==> config.mk <==
export PLATFORM = sky130hd
export DESIGN_NAME = pll_phase_ctrl
export DESIGN_NICKNAME = d
export VERILOG_FILES = /design/src/rtl/pll_phase_ctrl.sv
export SDC_FILE = /design/constraint.sdc
export NUM_CORES = 1
export LEC_CHECK = 0
export CAP_MARGIN = 20
export CORE_MARGIN = 2
export CORE_UTILIZATION = 55
export DETAILED_ROUTE_END_ITERATION = 7
export GPL_TIMING_DRIVEN = 0
export MAX_ROUTING_LAYER = met4
export PLACE_DENSITY = 0.81
export SKIP_CTS_REPAIR_TIMING = 1
export SYNTH_ARGS = -nofsm -noshare
export SYNTH_HDL_FRONTEND = slang
export SYNTH_SLANG_ARGS = --single-unit
==> constraint.sdc <==
create_clock -name clkin1 -period 11.3 [get_ports clkin1]
set_input_delay 2.26 -clock clkin1 [delete_from_list [all_inputs] [get_ports clkin1]]
set_output_delay 2.26 -clock clkin1 [all_outputs]
set_load 0.05 [all_outputs]
==> src/rtl/pll_phase_ctrl.sv <==
// Dynamic phase-shift controller: walks one PLL output channel to an absolute
// target phase by the shortest path, one tap step at a time.
module pll_phase_ctrl #(
  parameter int unsigned NUM_CH     = 2,
  parameter int unsigned PHASE_W    = 13,
  parameter int unsigned PHASE_MOD  = 40,
  parameter int unsigned INIT_PHASE = 16,
  parameter int unsigned STEP_GAP   = 4
) (
  input  logic               clkin1,
  input  logic               pll_rst,
  input  logic               pll_lock,
  input  logic               req_valid,
  output logic               req_ready,
  input  logic [2:0]         req_ch,
  input  logic [PHASE_W-1:0] req_phase,
  output logic [2:0]         phase_sel,
  output logic               phase_dir,
  output logic               phase_step_n,
  output logic               busy,
  output logic               done,
  output logic               err,
  input  logic [2:0]         rd_ch,
  output logic [PHASE_W-1:0] rd_phase
);

  localparam int unsigned MAX_CH = 8;
  localparam int unsigned DW     = PHASE_W + 1;
  localparam int unsigned GAP_W  = (STEP_GAP > 2) ? $clog2(STEP_GAP - 1) : 1;

  localparam logic [2:0]         NCH3     = 3'(NUM_CH);
  localparam logic [DW-1:0]      MOD_D    = DW'(PHASE_MOD);
  localparam logic [PHASE_W-1:0] MOD_P    = PHASE_W'(PHASE_MOD);
  localparam logic [PHASE_W-1:0] MOD_M1   = PHASE_W'(PHASE_MOD - 1);
  localparam logic [PHASE_W-1:0] HALF     = PHASE_W'(PHASE_MOD / 2);
  localparam logic [PHASE_W-1:0] INIT     = PHASE_W'(INIT_PHASE);
  localparam logic [GAP_W-1:0]   GAP_LAST = GAP_W'(STEP_GAP - 2);

  typedef enum logic [2:0] {
    S_IDLE = 3'd0,
    S_CALC = 3'd1,
    S_STEP = 3'd2,
    S_GAP  = 3'd3,
    S_DONE = 3'd4
  } state_t;

  state_t               r_state;
  state_t               w_next;
  logic                 r_lock_q;
  logic                 r_bad;
  logic [PHASE_W-1:0]   r_rem;
  logic [GAP_W-1:0]     r_gap_cnt;
  logic [PHASE_W-1:0]   r_phase [MAX_CH];
  logic [2:0]           r_sel;
  logic                 r_dir;
  logic                 r_step_n;
  logic                 r_busy;
  logic                 r_done;
  logic                 r_err;
  logic [PHASE_W-1:0]   r_rd;

  logic                 w_accept;
  logic                 w_abort;
  logic                 w_lock_fall;
  logic                 w_bad;
  logic [PHASE_W-1:0]   w_cur;
  logic [DW-1:0]        w_diff;
  logic [PHASE_W-1:0]   w_fwd;
  logic                 w_up;
  logic [PHASE_W-1:0]   w_steps;

  assign req_ready   = (r_state == S_IDLE) && pll_lock;
  assign w_accept    = req_valid && req_ready;
  assign w_abort     = (r_state != S_IDLE) && !pll_lock;
  assign w_lock_fall = r_lock_q && !pll_lock;

  // Direction and step count are resolved at acceptance so phase_dir is stable from CALC onward.
  assign w_bad   = (req_ch >= NCH3) || ({1'b0, req_phase} >= MOD_D);
  assign w_cur   = r_phase[req_ch];
  assign w_diff  = (req_phase >= w_cur) ? ({1'b0, req_phase} - {1'b0, w_cur})
                                        : ({1'b0, req_phase} + MOD_D - {1'b0, w_cur});
  assign w_fwd   = PHASE_W'(w_diff);
  assign w_up    = (w_fwd <= HALF);
  assign w_steps = w_up ? w_fwd : (MOD_P - w_fwd);

  always_comb begin
    w_next = r_state;
    case (r_state)
      S_IDLE: if (w_accept) w_next = S_CALC;
      S_CALC: begin
        if (r_bad)                    w_next = S_IDLE;
        else if (r_rem == '0)         w_next = S_DONE;
        else                          w_next = S_STEP;
      end
      S_STEP: w_next = S_GAP;
      S_GAP:  if (r_gap_cnt == GAP_LAST) w_next = (r_rem != '0) ? S_STEP : S_DONE;
      S_DONE: w_next = S_IDLE;
      default: w_next = S_IDLE;
    endcase
    // Lock loss beats everything, including a pending step.
    if (w_abort) w_next = S_IDLE;
  end

  always_ff @(posedge clkin1) begin
    if (pll_rst) begin
      r_state   <= S_IDLE;
      r_lock_q  <= 1'b0;
      r_bad     <= 1'b0;
      r_rem     <= '0;
      r_gap_cnt <= '0;
      r_sel     <= '0;
      r_dir     <= 1'b0;
      r_step_n  <= 1'b1;
      r_busy    <= 1'b0;
      r_done    <= 1'b0;
      r_err     <= 1'b0;
      r_rd      <= '0;
      for (int i = 0; i < MAX_CH; i++) r_phase[i] <= INIT;
    end else begin
      r_state   <= w_next;
      r_lock_q  <= pll_lock;
      r_busy    <= (w_next != S_IDLE);
      r_done    <= (w_next == S_DONE);
      r_step_n  <= (w_next != S_STEP);
      r_gap_cnt <= (r_state == S_GAP) ? r_gap_cnt + GAP_W'(1) : '0;
      r_rd      <= (rd_ch < NCH3) ? r_phase[rd_ch] : '0;

      if (w_accept) begin
        r_sel <= req_ch;
        r_bad <= w_bad;
        r_rem <= w_steps;
        r_err <= 1'b0;
        if (!w_bad) r_dir <= w_up;
      end

      if (w_abort)                            r_err <= 1'b1;
      else if ((r_state == S_CALC) && r_bad)  r_err <= 1'b1;

      if (r_state == S_STEP) begin
        r_rem <= r_rem - PHASE_W'(1);
        if (r_dir)
          r_phase[r_sel] <= (r_phase[r_sel] == MOD_M1) ? '0 : r_phase[r_sel] + PHASE_W'(1);
        else
          r_phase[r_sel] <= (r_phase[r_sel] == '0) ? MOD_M1 : r_phase[r_sel] - PHASE_W'(1);
      end

      // The PLL restores its static phases on relock, so tracking restarts there.
      if (w_lock_fall) begin
        for (int i = 0; i < MAX_CH; i++) r_phase[i] <= INIT;
      end
    end
  end

  assign phase_sel    = r_sel;
  assign phase_dir    = r_dir;
  assign phase_step_n = r_step_n;
  assign busy         = r_busy;
  assign done         = r_done;
  assign err          = r_err;
  assign rd_phase     = r_rd;

endmodule
==> results.yml, run 1 <==
setup_path:
  reg2reg_depth: 13
  crit_buf_inv: 2
  crit_fanout: 10
  arrival_ns: 8.35
  worstReg2RegEnd: "r_phase[5][4]$_SDFFCE_PN1P_"
  start_kind: "input pin"
  path_class: "input pin to flop"
  crit_family: "compound AO/OA/AOI/OAI gates"
  cp_slowest_cell: "clkbuf_1"
  max_stage_delay_ns: 0.85
  end_kind: "flop"
  path_cells: "clkbuf_1, clkbuf_1, mux4_2, mux2i_1, ha_1, ha_1, nor4bb_1, nor2b_1, a311oi_1, o221ai_1, xnor2_1, o21ai_0, nor4b_4, o31a_1, a2111oi_0"
  rrSetupSlack_ns: 6.18
  critPathRequiredTime_ns: 11.63
pwr:
  pwr-share-clk: 0.348
  p_int_mw: 1.12
  p_leak_nw: 3.84
  p_comb_frac: 0.269
  power_density_mw_per_mm2: 153
  sequentialPowerShare: 0.383
  power.switching_uw: 521
  power.total_mw: 1.65
  ir_drop_uv: 122
  switching_share: 0.316
yosys:
  synth_warnings: 0
  syn_avg_cell_area_um2: 10.7
  synth_edf_count: 104
  yosysSeqAreaShare: 0.422
  synth_nets: 949
  ys_async_sr_fraction: 0
  yosysMostFrequentCell: "nor2_1"
  synth_area_leaders: "edfxtp_1, mux4_2, dfxtp_1"
  ys_seq_elements: 148
  synth_area_leader_cell: "edfxtp_1"
  synth_ff_type: "edfxtp_1"
  synth_top_area_share: 0.329
  synthDistinctLibCells: 72
  syn_area_mm2: 0.00949
  yosys-top-cells-count: "nor2_1, edfxtp_1, nand2_1"
  netlist_instances: 884
drt:
  avgViaCountPerCell: 6.55
  dr.pass1.iters: 6
  drc: 0
  ant_nets: 0
  drtIter0Drc: 1003
  vias: 7743
  finalWirelength_um: 26400
  wire_per_inst_um: 22.3
place:
  dpl_cell_area_mm2: 0.0102
  place_inst: 1149
  port_buffers: 40
  hpwl_um: 19000
  gp_congestion: 0.991
timing:
  finalCritPeriodShare: 0.710
  slew_headroom: 0.280
  whs_ns: 0.419
  setup_tns_ns: 0
  setup_viol: 0
  max_freq_mhz: 125
  rsz0062_at_grt: "no"
  final.min_clock_period_ns: 8.02
  final_hold_viol_count: 0
  skew_ns: 0.0205
  slew_viol_final: 0
  tightest_slew_ns: 1.07
clock_network:
  h-tree-depth: 4
  insertion_delay_ns: 0.44
  clock_tree.root_cell: "clkbuf_16"
  clock-sinks: 148
  cts_buffers: 17
  clockBufferDepth: 2
  cts.clk_slew.worst_paths_ns: 0.06
  cts_tree: "built"
global_routing:
  grt_pass1_wl_um: 40500
  grt_pass1_vias: 7662
  grt_overflow: 0
  grt_use_total: 0.308
  grt_max_degree: 17
  antenna_found_initial: 0
die:
  core_area_mm2: 0.0171
  start_util: 0.556
  die_h_um: 135
  io_pins: 45
  rows: 48
  die_w_um: 135
  die_area_mm2: 0.0183
min_path:
  hold_class: "flop to flop"
  min_from: "r_gap_cnt[0]$_SDFF_PP0_"
  hold_path_end: "r_gap_cnt[0]$_SDFF_PP0_"
  hold_depth: 1
final_layout:
  fill_cells: 1363
  drive_gt1_frac: 0.118
  stdcell_area_mm2: 0.0108
  n_antenna_cell: 0
  areaGrowthSynthToFinish_pct: 13.6
  finalNetCount: 1009
  final_cells: 1182
flow_run:
  maxCapViolations: 0
status:
  status: "completed"
per-layer routing:
metal  share of wire  global-route usage
met1            0.38               0.360
met2            0.48               0.494
met3           0.079              0.0614
met4           0.063               0.187
met5               0                   -
layout by cell type (no fill, tap or decap), drive strengths merged, types with 8 or more instances in the layout:
cell type,n
nor2,149
edfxtp,104
nand2,69
mux4,52
clkbuf,51
dfxtp,44
mux2i,43
clkdlybuf4s50,40
inv,36
ha,31
nand3,30
o21ai,29
a21oi,26
nor3,23
xnor2,16
nor2b,14
xor2,12
a31oi,12
fa,11
nand2b,10
mux2,10
and3,8
or3,8
buf,8
through the flow:
step / setup slack (ns) / util
floorplan: 4.11 / -
global placement: 2.94 / 0.596
detailed placement: 2.86 / 0.597
CTS: 3.30 / 0.631
global route: 2.94 / 0.632
finish: 3.28 / 0.632
registers in the layout, summed over array words and instances (netlist names), named ones only:
signal and cells:
rd_phase 13, busy 1, phase_dir 1, err 1, phase_sel 3, r_lock_q 1, r_phase 104, r_gap_cnt 2
done 1, r_bad 1, r_state 3, r_rem 13, phase_step_n 1
final cells by class:
| type | instances | area (um2) | area share |
|---|---|---|---|
| Clock buffer | 19 | 433 | 0.0402 |
| Clock inverter | 13 | 158 | 0.0146 |
| Multi-Input combinational cell | 663 | 5190 | 0.482 |
| Tap cell | 225 | 282 | 0.0261 |
| Timing Repair Buffer | 41 | 408 | 0.0379 |
| Buffer | 39 | 171 | 0.0159 |
| Sequential cell | 148 | 4000 | 0.372 |
| Inverter | 34 | 128 | 0.0118 |
power groups by stage:
stage	Sequential, mW	Clock [mW]	Combinational [mW]
after global routing	0.634	0.596	0.479
after CTS	0.630	0.574	0.435
after floorplan	0.642	0	0.314
final	0.631	0.572	0.442
after detailed placement	0.640	0	0.432
after global placement	0.638	0	0.424
worst max-delay path by stage:
stage,from,to,slack [ns],cells past startpoint
2_1_floorplan,req_ch[0],r_rem[4]$_SDFFE_PP0P_,4.11,15
3_3_place_gp,req_ch[0],r_rem[1]$_SDFFE_PP0P_,2.94,14
3_5_place_dp,req_ch[0],r_rem[5]$_SDFFE_PP0P_,2.86,15
4_1_cts,req_ch[0],r_rem[5]$_SDFFE_PP0P_,3.30,15
5_1_grt,req_ch[0],r_rem[5]$_SDFFE_PP0P_,2.94,15
6_report,req_ch[0],r_rem[5]$_SDFFE_PP0P_,3.28,15
worst reg2reg max path, stage by stage, from the launching register on:
cell	delay [ns]
dfxtp_1	0.30
buf_2	0.23
clkbuf_1	0.57
clkbuf_1	0.61
mux4_2	0.41
mux2i_1	0.46
ha_1	0.31
nand3_1	0.13
nor2_1	0.35
nand2_1	0.19
nand2_1	0.21
o2bb2ai_1	0.11
o221ai_1	0.71
nand3_1	0.22
kinds of logic (layout without fill, tap and decap cells):
group                    Yosys count  in the layout  share of synthesized area
flip-flops                       148            148                      0.422
multiplexers                     105            105                      0.182
buffers and inverters             73            146                     0.0315
AND/OR/NAND/NOR                  349            349                      0.173
XOR/XNOR                          28             28                     0.0259
adder cells (fa/ha/maj)           42             42                     0.0641
AO/OA/AOI/OAI                    139            139                      0.101
No activity file was read; power rests on OpenSTA's default activity.
==> inputs of run 2 (changes only) <==
--- a/config.mk
+++ b/config.mk
@@ -11,7 +11,7 @@
 export DETAILED_ROUTE_END_ITERATION = 7
 export GPL_TIMING_DRIVEN = 0
 export MAX_ROUTING_LAYER = met4
-export PLACE_DENSITY = 0.81
+export PLACE_DENSITY = 0.84
 export SKIP_CTS_REPAIR_TIMING = 1
 export SYNTH_ARGS = -nofsm -noshare
 export SYNTH_HDL_FRONTEND = slang
==> constraint.sdc (replaced) <==
create_clock -name clkin1 -period 7.1 [get_ports clkin1]
set_input_delay 1.42 -clock clkin1 [delete_from_list [all_inputs] [get_ports clkin1]]
set_output_delay 1.42 -clock clkin1 [all_outputs]
set_load 0.05 [all_outputs]
==> run 2 against run 1 <==
Net effect: routed wire length increased by 4.0%; clock skew decreased by 0.014 ns; sequential power increased by 58%; combinational power increased by 60%; clock power increased by 67%; critical path type unchanged; final area increased by 0.30%; sequential share of layout area decreased by 0.11 points.
==> results.yml, run 2 (synthesized netlist as in run 1, its figures left out) <==
timing:
  max_freq_mhz: 147
  whs_ns: 0.420
  final.min_clock_period_ns: 6.80
  final_hold_viol_count: 0
  setup_tns_ns: 0
  finalCritPeriodShare: 0.958
  fin_ws_ns: 0.296
  skew_ns: 0.00678
  slew_viol_final: 0
  rsz0062_at_grt: "no"
  slew_headroom: 0.306
  setup_viol: 0
  tightest_slew_ns: 1.04
setup_path:
  reg2reg_depth: 13
  start_kind: "input pin"
  path_class: "input pin to flop"
  critPathRequiredTime_ns: 7.43
  crit_fanout: 9
  arrival_ns: 7.13
  end_kind: "flop"
drt:
  dr.pass1.iters: 5
  drc: 0
  vias: 7821
  ant_nets: 0
  drtIter0Drc: 1155
  finalWirelength_um: 27400
  wire_per_inst_um: 23.2
  avgViaCountPerCell: 6.61
pwr:
  p_int_mw: 1.82
  p_leak_nw: 3.85
  sequentialPowerShare: 0.377
  pwr-share-clk: 0.358
  ir_drop_uv: 178
  p_comb_frac: 0.265
  power.switching_uw: 840
  power_density_mw_per_mm2: 247
  switching_share: 0.315
flow_run:
  maxCapViolations: 0
die:
  die_h_um: 135
  io_pins: 45
  start_util: 0.556
  die_w_um: 135
  die_area_mm2: 0.0183
  rows: 48
  core_area_mm2: 0.0171
final_layout:
  n_antenna_cell: 0
  drive_gt1_frac: 0.119
  final_cell_mix: "nor2_1, edfxtp_1, nand2_1, mux4_2, dfxtp_1"
  final_common_cell: "nor2_1"
  largest_reg_flops: 104
  regMostFlops: "r_phase"
  finalNetCount: 1011
  areaGrowthSynthToFinish_pct: 13.9
  final_util: 0.634
clock_network:
  cts.clk_slew.worst_paths_ns: 0.06
  cts_buffers: 17
  clock-sinks: 148
  clock_tree.root_cell: "clkbuf_16"
  cts_tree: "built"
  clockBufferDepth: 2
  insertion_delay_ns: 0.44
  h-tree-depth: 4
global_routing:
  grt_use_total: 0.317
  grt_max_degree: 17
  grt_overflow: 0
  antenna_found_initial: 0
  grt_pass1_wl_um: 41800
  grt_pass1_vias: 7672
min_path:
  hold_depth: 1
  hold_class: "flop to flop"
place:
  hpwl_um: 19200
  gp_congestion: 1.01
  port_buffers: 40
  pre_cts_slack_ns: -0.477
status:
  status: "completed"
run 2: critical path, cell delays in order:
cell	delay [ns]
clkbuf_1	0.60
clkbuf_1	0.34
buf_6	0.26
mux4_2	0.54
mux2i_1	0.47
ha_1	0.40
ha_1	0.38
nor4bb_1	0.36
nor2b_1	0.19
a311oi_1	0.39
o221ai_1	0.25
xnor2_1	0.17
o21ai_0	0.51
nor4b_4	0.17
or4_1	0.51
and3_1	0.16
run 2: per-layer routing:
metal,up-vias,global-route usage,part of all wire
li1,3439,-,-
met1,3799,0.366,0.36
met3,115,0.0643,0.094
met5,-,-,0
met2,468,0.524,0.49
met4,0,0.172,0.056
run 2: path summary, 6_finish.rpt:
check / from / to / slack (ns)
max reg2reg: flop / r_phase[5][4]$_SDFFCE_PN1P_ / 1.94
max: req_ch[0] / r_rem[3]$_SDFFE_PP0P_ / 0.30
min reg2reg: r_gap_cnt[0]$_SDFF_PP0_ / r_gap_cnt[0]$_SDFF_PP0_ / 0.42
min: r_gap_cnt[0]$_SDFF_PP0_ / r_gap_cnt[0]$_SDFF_PP0_ / 0.42
run 2: layout make-up:
| class | instances | area, um2 |
|---|---|---|
| Sequential cell | 148 | 4000 |
| Timing Repair Buffer | 43 | 424 |
| Multi-Input combinational cell | 663 | 5180 |
| Tap cell | 225 | 282 |
| Clock buffer | 18 | 429 |
| Buffer | 39 | 173 |
| Inverter | 34 | 128 |
| Fill cell | 1312 | 6250 |
| Clock inverter | 13 | 183 |
run 2: through the flow:
step,instances,area [um2],power (mW)
finish,1183,10800,2.67
global route,1183,10800,2.76
detailed placement,1150,10200,1.71
global placement,1149,10200,1.69
floorplan,884,9490,1.52
CTS,1181,10800,2.64
run 2: power by group through the flow:
stage	clock [mW]	sequential (mW)	combinational, mW
final	0.953	1.00	0.707
after global routing	0.985	1.01	0.767
after CTS	0.948	1.00	0.693
after detailed placement	0	1.02	0.687
after global placement	0	1.01	0.673
after floorplan	0	1.02	0.500
